<file path="src/rtl/gcd_pkg.sv">
// gcd_pkg: shared definitions for both ends of the gcd req/ack protocol.
//   GCD_W             operand / result width on the AB and C buses
//   gcd_init_state_t  requester (gcd_initiator) FSM states
//   gcd_resp_state_t  responder (gcd) FSM states, kept here so both sides
//                     of the protocol are defined in one place
package gcd_pkg;

  localparam int GCD_W = 16;

  typedef enum logic [2:0] {
    IDLE,
    REQ_A,
    REL_A,
    REQ_B,
    REL_B,
    DONE
  } gcd_init_state_t;

  typedef enum logic [2:0] {
    RSP_IDLE,
    RSP_ACK_A,
    RSP_WAIT_B,
    RSP_CALC,
    RSP_ACK_C
  } gcd_resp_state_t;

endpackage

</file>
<file path="src/rtl/sat_counter.sv">
// sat_counter: up-counter that sticks at its all-ones value instead of wrapping.
//   clk, reset  rising-edge clock, asynchronous active-high reset
//   clr         synchronous clear to 0 (wins over en)
//   en          count enable
//   q           current count
module sat_counter #(
  parameter int WIDTH = 32
) (
  input  logic             clk,
  input  logic             reset,
  input  logic             clr,
  input  logic             en,
  output logic [WIDTH-1:0] q
);

  localparam logic [WIDTH-1:0] ONE = {{(WIDTH-1){1'b0}}, 1'b1};

  always_ff @(posedge clk or posedge reset) begin
    if (reset) begin
      q <= '0;
    end else if (clr) begin
      q <= '0;
    end else if (en && !(&q)) begin
      q <= q + ONE;
    end
  end

endmodule

</file>
<file path="src/rtl/gcd_initiator.sv">
// gcd_initiator: requester-side controller for the gcd responder.
// Takes one (A, B) pair from a valid/ready source, sends A then B over the
// shared AB bus with a four-phase req/ack handshake, captures C, and offers
// the result plus the responder latency on a valid/ready output port.
//   clk, reset                  rising-edge clock, async active-high reset
//   in_valid/in_ready/in_a/in_b operand pair input
//   out_valid/out_ready         result handshake
//   out_c, out_cycles           gcd result and latency (edges in REQ_A..REL_B)
//   req/ack/AB/C                four-phase link to the gcd responder
module gcd_initiator
  import gcd_pkg::*;
#(
  parameter int CNT_W = 32
) (
  input  logic             clk,
  input  logic             reset,
  input  logic             in_valid,
  output logic             in_ready,
  input  logic [GCD_W-1:0] in_a,
  input  logic [GCD_W-1:0] in_b,
  output logic             out_valid,
  input  logic             out_ready,
  output logic [GCD_W-1:0] out_c,
  output logic [CNT_W-1:0] out_cycles,
  output logic             req,
  input  logic             ack,
  output logic [GCD_W-1:0] AB,
  input  logic [GCD_W-1:0] C
);

  localparam logic [CNT_W-1:0] CNT_ONE = {{(CNT_W-1){1'b0}}, 1'b1};

  gcd_init_state_t  r_state;
  logic [GCD_W-1:0] r_a, r_b, r_ab, r_c;
  logic [CNT_W-1:0] r_cycles;
  logic             r_req, r_in_ready, r_out_valid;

  logic             w_bypass, w_clr, w_en;
  logic [CNT_W-1:0] w_cnt, w_cnt_inc;

  // gcd(0,x) = x and gcd(0,0) = 0, so a zero operand never needs the responder.
  assign w_bypass = (in_a == '0) || (in_b == '0);
  assign w_clr    = (r_state == IDLE) && in_valid && !w_bypass;
  assign w_en     = (r_state == REQ_A) || (r_state == REL_A) ||
                    (r_state == REQ_B) || (r_state == REL_B);

  sat_counter #(.WIDTH(CNT_W)) u_lat_cnt (
    .clk   (clk),
    .reset (reset),
    .clr   (w_clr),
    .en    (w_en),
    .q     (w_cnt)
  );

  // The REL_B exit edge is itself a counted edge but the counter only shows
  // it one cycle later, so capture the saturated next value instead.
  assign w_cnt_inc = (&w_cnt) ? w_cnt : w_cnt + CNT_ONE;

  // NOTE: every register here uses <= so all of them update from the same
  // pre-edge values; blocking = would let later lines see half-updated state.
  always_ff @(posedge clk or posedge reset) begin
    if (reset) begin
      r_state     <= IDLE;
      r_a         <= '0;
      r_b         <= '0;
      r_ab        <= '0;
      r_c         <= '0;
      r_cycles    <= '0;
      r_req       <= 1'b0;
      r_in_ready  <= 1'b1;
      r_out_valid <= 1'b0;
    end else begin
      case (r_state)
        IDLE: begin
          r_ab <= '0;
          if (in_valid) begin
            r_a        <= in_a;
            r_b        <= in_b;
            r_in_ready <= 1'b0;
            if (w_bypass) begin
              r_c         <= in_a | in_b;
              r_cycles    <= '0;
              r_out_valid <= 1'b1;
              r_state     <= DONE;
            end else begin
              r_ab    <= in_a;
              r_req   <= 1'b1;
              r_state <= REQ_A;
            end
          end
        end
        REQ_A: if (ack) begin
          r_req   <= 1'b0;
          r_state <= REL_A;
        end
        REL_A: if (!ack) begin
          r_ab    <= r_b;
          r_req   <= 1'b1;
          r_state <= REQ_B;
        end
        REQ_B: if (ack) begin
          r_c     <= C;
          r_req   <= 1'b0;
          r_state <= REL_B;
        end
        REL_B: if (!ack) begin
          r_cycles    <= w_cnt_inc;
          r_out_valid <= 1'b1;
          r_state     <= DONE;
        end
        DONE: if (out_ready) begin
          r_out_valid <= 1'b0;
          r_in_ready  <= 1'b1;
          r_state     <= IDLE;
        end
        default: begin
          r_state     <= IDLE;
          r_req       <= 1'b0;
          r_in_ready  <= 1'b1;
          r_out_valid <= 1'b0;
        end
      endcase
    end
  end

  assign in_ready   = r_in_ready;
  assign out_valid  = r_out_valid;
  assign out_c      = r_c;
  assign out_cycles = r_cycles;
  assign req        = r_req;
  assign AB         = r_ab;

endmodule

</file>
<file path="config.mk">
export PLATFORM = sky130hd
export DESIGN_NAME = gcd_initiator
export DESIGN_NICKNAME = d
export VERILOG_FILES = /design/src/rtl/gcd_pkg.sv /design/src/rtl/sat_counter.sv /design/src/rtl/gcd_initiator.sv
export SDC_FILE = /design/constraint.sdc
export NUM_CORES = 1
export LEC_CHECK = 0
export CORE_MARGIN = 4
export CORE_UTILIZATION = 45
export DETAILED_ROUTE_END_ITERATION = 6
export DONT_BUFFER_PORTS = 1
export HOLD_SLACK_MARGIN = 0.12
export PLACE_DENSITY = 0.57
export SLEW_MARGIN = 0
export SYNTH_ARGS = -nofsm -noshare
export SYNTH_HDL_FRONTEND = slang
export SYNTH_SLANG_ARGS = --single-unit
</file>
<file path="constraint.sdc">
create_clock -name clk -period 10.18 [get_ports clk]
set_clock_uncertainty 0.05 [all_clocks]
set_input_delay 0.509 -clock clk [delete_from_list [all_inputs] [get_ports clk]]
set_output_delay 0.509 -clock clk [all_outputs]
set_load 0.05 [all_outputs]
</file>
==> results.py, run 1 <==
metrics = {
    "route": {
        "detail_route.wl_per_cell_um": 20.8,
        "wl_mm": 16.6,
        "drc": 0,
        "vias": 4843,
        "ant_nets": 0,
        "firstDrtPassIters": 5,
        "viasPerCell": 6.09,
        "drtIter0Drc": 319,
    },
    "floorplanning": {
        "die-area_um2": 15600,
        "die_h_um": 125,
        "core_um2": 13300,
        "ioPinCount": 120,
        "start_util_pct": 46.2,
        "die_width_um": 125,
        "rows": 42,
    },
    "cells_and_area": {
        "antenna_cells": 0,
        "nFillCells": 1230,
        "finalInstanceArea_um2": 6840,
        "final_common_cell": "dfrtp_1",
        "layout_common_cells": "117 x dfrtp_1, 64 x nand2_1, 45 x a21oi_1, 39 x o21ai_0, 37 x mux2_2",
        "fin_cells": 795,
        "drive_gt1_share_pct": 15.0,
        "fin_util_pct": 51.5,
        "syn_to_final_growth_pct": 11.5,
        "final_nets": 661,
    },
    "grt": {
        "grt_pass1_vias": 5029,
        "grtUsageMet3_pct": 6.48,
        "grt_util_met1_pct": 26.8,
        "grt_pass1_wl_mm": 27.0,
        "grt.busiest_layer": "met2",
        "grt_use_met2_pct": 36.7,
        "grt_start_max_net_pins": 71,
        "gr-total-overflow": 0,
        "antenna_found_initial": 0,
        "track_usage_pct": 21.8,
    },
    "place": {
        "dp_hpwl_mm": 11.6,
        "dp_cells": 763,
        "port_buffers": 0,
        "place_area_um2": 6220,
        "gp_congestion": 0.864,
    },
    "clocking": {
        "postCtsSetupBuffers": 0,
        "cts_sinks": 118,
        "max-clock-path-buffers": 2,
        "cts_resized": 0,
        "clk_latency_ns": 0.42,
        "cts_root_buf": "clkbuf_16",
        "cts-buffers-inserted": 17,
        "cts_max_level": 4,
        "clk_pin_slew_ns": 0.05,
        "tritoncts": "built",
    },
    "setup_path": {
        "worstPathRequired_ns": 10.39,
        "path_max_fanout": 21,
        "critical_path_arrival_ns": 3.15,
        "path_class": "reg2reg",
        "startpoint_type": "flip-flop",
        "worst_setup_path_end_kind": "flip-flop",
    },
    "flow_run": {
        "cap_violations": 0,
    },
    "synth": {
        "synth_area_um2": 6140,
        "yosysSeqAreaShare_pct": 48.1,
        "synth_nets": 681,
        "syn_avg_cell_area_um2": 9.79,
        "synth-seq-cells": 118,
        "synth_ff_type": "dfrtp_1",
        "synth_edf_count": 0,
        "synth_cells": 627,
        "ys_warn_count": 0,
        "async_reset_ff_share_pct": 100,
        "ys_types": 55,
    },
    "timing": {
        "timing.final.max_slew_violations": 0,
        "worst_pin_slew_ns": 1.15,
        "timing.slew.headroom_pct": 23.4,
        "timing.fmax_mhz": 341,
        "finalSetupViolations": 0,
        "min_period_ns": 2.93,
        "tns_ns": 0,
        "rsz0062_at_grt": "false",
        "fin_crit_sh_pct": 28.8,
        "final_hold_viol_count": 0,
    },
    "power": {
        "p_leak_nw": 2.98,
        "ir_drop_v": 0.000184,
        "p_per_area_nw_per_um2": 346,
    },
    "min_path": {
        "hold_class": "in2reg",
    },
    "run_status": {
        "outcome": "completed",
    },
}
==> sequential cells by signal, summed over array words and instances (netlist names) <==
| register | flops |
|---|---|
| out_cycles | 32 |
| out_valid | 1 |
| r_b | 16 |
| in_ready | 1 |
| u_lat_cnt.q | 32 |
| out_c | 16 |
| req | 1 |
| AB | 16 |
| r_state | 3 |
==> metrics by stage <==
stage | hold slack [ns] | setup WS, ns | total power, mW
after detailed placement | 0.446 | 7.27 | 1.77
final | 0.151 | 7.25 | 2.37
after global placement | 0.440 | 7.31 | 1.74
after global routing | 0.146 | 6.97 | 2.50
after floorplan | 0.431 | 6.49 | 1.59
after CTS | 0.134 | 7.25 | 2.39
==> cell usage after synthesis, types with 8 or more instances <==
cell	count	share of area, %
a21o_1	25	3.1
a21oi_1	46	3.8
a22oi_1	17	2.1
and3_1	13	1.3
buf_2	17	1.4
clkbuf_1	24	1.5
dfrtp_1	117	48
inv_1	9	0.55
mux2_2	37	6.8
nand2_1	64	3.9
nand3_1	26	2.1
nand4_1	16	1.6
nor2_1	29	1.8
nor3_1	18	1.5
nor4_1	17	1.7
o21ai_0	39	3.2
or4_1	8	0.98
xnor2_1	14	2.0
xor2_1	8	1.1
==> per-layer routing <==
metal | up-vias | part of all wire, %
li1 | 2283 | -
met3 | 18 | 6.7
met1 | 2390 | 43
met5 | - | 0
met4 | 0 | 1.4
met2 | 152 | 49
==> cell type report <==
| class | count | area (µm²) | area share [%] |
|---|---|---|---|
| well taps | 176 | 220 | 3.22 |
| multi-input cells | 455 | 2980 | 43.5 |
| clock inverters | 12 | 154 | 2.25 |
| flip-flops and latches | 118 | 2950 | 43.2 |
| clock buffers | 19 | 453 | 6.62 |
| repair buffers | 6 | 47.5 | 0.695 |
| inverters | 9 | 36.3 | 0.530 |
==> critical path: stages, from the launching register on <==
cell and delay (ns):
dfrtp_1 0.48, nand4_1 0.44, nor3_2 0.54, nand3_1 0.80
mux2i_1 0.38, o2bb2ai_1 0.10
==> path summary, 6_finish.rpt <==
| path | start | to | slack, ns | depth (start not counted) |
|---|---|---|---|---|
| setup / recovery | u_lat_cnt.q[3] | out_cycles[1] | 7.25 | 5 |
| max in group asynchronous | reset | out_cycles[14] | 8.13 | 3 |
| min in group asynchronous | reset | out_c[14] | 0.61 | 2 |
| setup reg to reg | u_lat_cnt.q[3] | out_cycles[1] | 7.25 | 5 |
| hold / removal | ack | r_state[0] | 0.15 | 1 |
| hold reg to reg | r_b[0] | r_b[0] | 0.46 | 1 |
==> what timing repair did <==
action | CTS | global route
hold endpoints to repair | 48 | 0
endpoints found under the setup margin | 0 | 0
hold buffers | 1 | 0
==> power breakdown <==
part | switching, mW | internal, mW | total [mW] | leakage (nW)
Clock | 0.216 | 0.395 | 0.611 | 0.279
Sequential | 0.505 | 0.631 | 1.14 | 1.50
Combinational | 0.371 | 0.248 | 0.619 | 1.20
==> cells by family after synthesis <==
kind of cell	count (synthesis)	share of synthesized area [%]
compound gates	172	18.4
xor+xnor	22	3.14
fa+ha+maj	1	0.204
buf+inv	54	3.81
flops	118	48.1
mux	40	7.28
simple gates	220	19.0
(Power assumes the default switching activity.)
==> inputs of run 2 (changes only) <==
- ABC_AREA: default -> 1
- clock period: 10.18 -> 2.71 ns (I/O delays scaled with it)
==> run 2 against run 1 <==
  * Non-clock buffer count up 65
  * Cell area up 13%
  * Global-route usage up 2.3 points
  * Largest power group unchanged
  * Utilization up 4.4 points
  * Critical path type is now in2reg
  * First-iteration DRC count up 43%
  * Worst setup slack worse by 6.7 ns
  * Power rose to 3.9 times the previous value
==> results.py, run 2 <==
metrics = {
    "setup_path": {
        "r2r_setup_slack_ns": 0.53,
        "path_class": "in2reg",
        "cp_slowest_cell": "dlygate4sd3_1",
        "startpoint_type": "primary input",
        "worst_setup_path_end_kind": "flip-flop",
        "worstPathRequired_ns": 2.96,
        "critical_path_arrival_ns": 2.43,
        "path_max_fanout": 17,
        "critical_path.max_stage_delay_ns": 1.00,
        "crit_top_cell": "nand2_1",
        "cp_cell_sequence": "dlygate4sd3_1 > inv_1 > nand2_1 > o21ai_1 > inv_2 > nand2_1 > nand2_1 > nand2_1",
    },
    "grt": {
        "track_usage_pct": 24.0,
        "antenna_found_initial": 0,
        "gr-total-overflow": 0,
        "grt_pass1_vias": 6034,
        "grt_pass1_wl_mm": 30.8,
        "grt_start_max_net_pins": 48,
    },
    "synth": {
        "ys_types": 29,
        "ys_warn_count": 0,
        "async_reset_ff_share_pct": 100,
        "synth_ff_type": "dfrtp_1",
        "synth_top_area_cell": "dfrtp_1",
        "yosysMostFrequentCell": "nand2_1",
        "synth_top_cell_area_share_pct": 46.1,
        "synth-seq-cells": 118,
        "syn_avg_cell_area_um2": 7.02,
        "synth.area.top_cells": "dfrtp_1 46%, nand2_1 22%, nor2_1 6.4%, nand3_1 6.2%, o21ai_0 3.4%",
        "synth_commonest_cells": "372 x nand2_1, 117 x dfrtp_1, 109 x nor2_1",
        "synth_nets": 958,
        "synth_edf_count": 0,
        "synth_area_um2": 6350,
        "synth_cells": 904,
        "yosysSeqAreaShare_pct": 46.5,
    },
    "floorplanning": {
        "die_h_um": 127,
        "ioPinCount": 120,
        "die_width_um": 127,
        "die-area_um2": 16100,
        "start_util_pct": 45.9,
        "core_um2": 13800,
        "rows": 43,
    },
    "power": {
        "power.total_mw": 9.22,
        "ir_drop_v": 0.000733,
        "p_leak_nw": 3.88,
        "p_per_area_nw_per_um2": 1190,
    },
    "timing": {
        "timing.slew.headroom_pct": 52.0,
        "worst_pin_slew_ns": 0.717,
        "timing.fmax_mhz": 457,
        "holdWs_ns": 0.139,
        "timing.final.max_slew_violations": 0,
        "min_period_ns": 2.19,
        "finalSetupViolations": 0,
        "fin_crit_sh_pct": 80.7,
        "rsz0062_at_grt": "false",
        "final_hold_viol_count": 0,
        "tns_ns": 0,
    },
    "clocking": {
        "clk_latency_ns": 0.42,
        "cts_sinks": 118,
        "cts-buffers-inserted": 17,
        "cts_root_buf": "clkbuf_16",
        "clk_pin_slew_ns": 0.05,
        "cts_max_level": 4,
        "cts_resized": 0,
        "tritoncts": "built",
        "max-clock-path-buffers": 2,
    },
    "route": {
        "ant_nets": 0,
        "wl_mm": 18.9,
        "detail_route.wl_per_cell_um": 16.4,
        "drtIter0Drc": 455,
        "viasPerCell": 5.28,
        "firstDrtPassIters": 5,
        "drc": 0,
        "vias": 6093,
    },
    "place": {
        "port_buffers": 0,
        "dp_hpwl_mm": 13.1,
        "dp_cells": 1065,
        "gp_congestion": 0.893,
    },
    "cells_and_area": {
        "multi_input_area_um2": 3010,
        "fin_cells": 1154,
        "antenna_cells": 0,
        "syn_to_final_growth_pct": 21.6,
        "drive_gt1_share_pct": 6.37,
        "register_area_um2": 2950,
        "layout_common_cells": "372 x nand2_1, 117 x dfrtp_1, 108 x nor2_1, 79 x nand3_1, 57 x dlygate4sd3_1",
        "final_nets": 1015,
        "nFillCells": 1327,
        "final_common_cell": "nand2_1",
    },
    "min_path": {
        "hold_class": "in2reg",
    },
    "run_status": {
        "outcome": "completed",
    },
    "flow_run": {
        "cap_violations": 0,
    },
}
==> run 2: changes by cell type after synthesis, sizes merged, moves of 19 or more <==
cell / delta
nor3: -20
mux2: -37
nor2: +85
inv: +47
a21o: -25
nor4: -19
nand3: +54
o21ai: +25
nand2: +311
==> run 2: path summary, 6_finish.rpt <==
| kind | to | start | depth (start not counted) |
|---|---|---|---|
| worst min-delay path | out_c[0] | in_a[0] | 4 |
| min in group asynchronous | r_b[6] | reset | 2 |
| worst max register to register | u_lat_cnt.q[23] | u_lat_cnt.q[0] | 11 |
| max in group asynchronous | u_lat_cnt.q[26] | reset | 3 |
| worst min register to register | r_b[7] | r_b[7] | 2 |
| worst max-delay path | out_c[8] | in_valid | 8 |
==> run 2: critical path: cells and delay by family <==
family / cells / cell delay [ns]
compound gates: 1 / 0.09
buf+inv: 3 / 1.40
simple gates: 4 / 0.80
==> run 2: metrics by stage <==
stage               instance area, µm²  util (%)  setup WS, ns
detailed placement                6540      47.3         0.591
global placement                  6540      47.3         0.655
global route                      7720      55.8         0.324
floorplan                         6350         -         0.927
finish                            7720      55.8         0.523
CTS                               7720      55.8         0.551
==> run 2: timing repair <==
action	4_1_cts	5_1_grt
hold buffers	57	0
hold endpoints to repair	148	0
endpoints found under the setup margin	0	0
buffers inserted	0	0
==> run 2: layer usage <==
| layer | up-vias | GRT usage, % | share of wire [%] |
|---|---|---|---|
| met1 | 2867 | 28.9 | 41 |
| met3 | 24 | 5.01 | 6.7 |
| li1 | 2976 | - | - |
| met5 | - | 0 | 0 |
| met4 | 0 | 7.89 | 1.5 |
| met2 | 226 | 42.7 | 51 |
==> run 2: cell families after synthesis <==
group | Yosys count | synth area share [%]
AOI/OAI and AO/OA | 99 | 7.97
xor gates and xnor gates | 13 | 1.79
adders and majority gates | 1 | 0.197
buffers and inverters | 91 | 6.11
DFF | 118 | 46.5
and+or+nand+nor | 582 | 37.4
==> run 2: area by class of cell <==
type,instances,share of cell area [%]
Multi-Input combinational cell,695,39.0
Sequential cell,118,38.3
Timing Repair Buffer,71,9.08
Clock buffer,23,6.32
Tap cell,180,2.92
Inverter,58,2.87
Clock inverter,9,1.59
==> run 2: power breakdown <==
group	total (mW)	leakage (nW)	internal [mW]	switching, mW
logic	2.67	2.04	0.907	1.77
registers	4.22	1.54	2.42	1.79
clock network	2.33	0.303	1.53	0.798
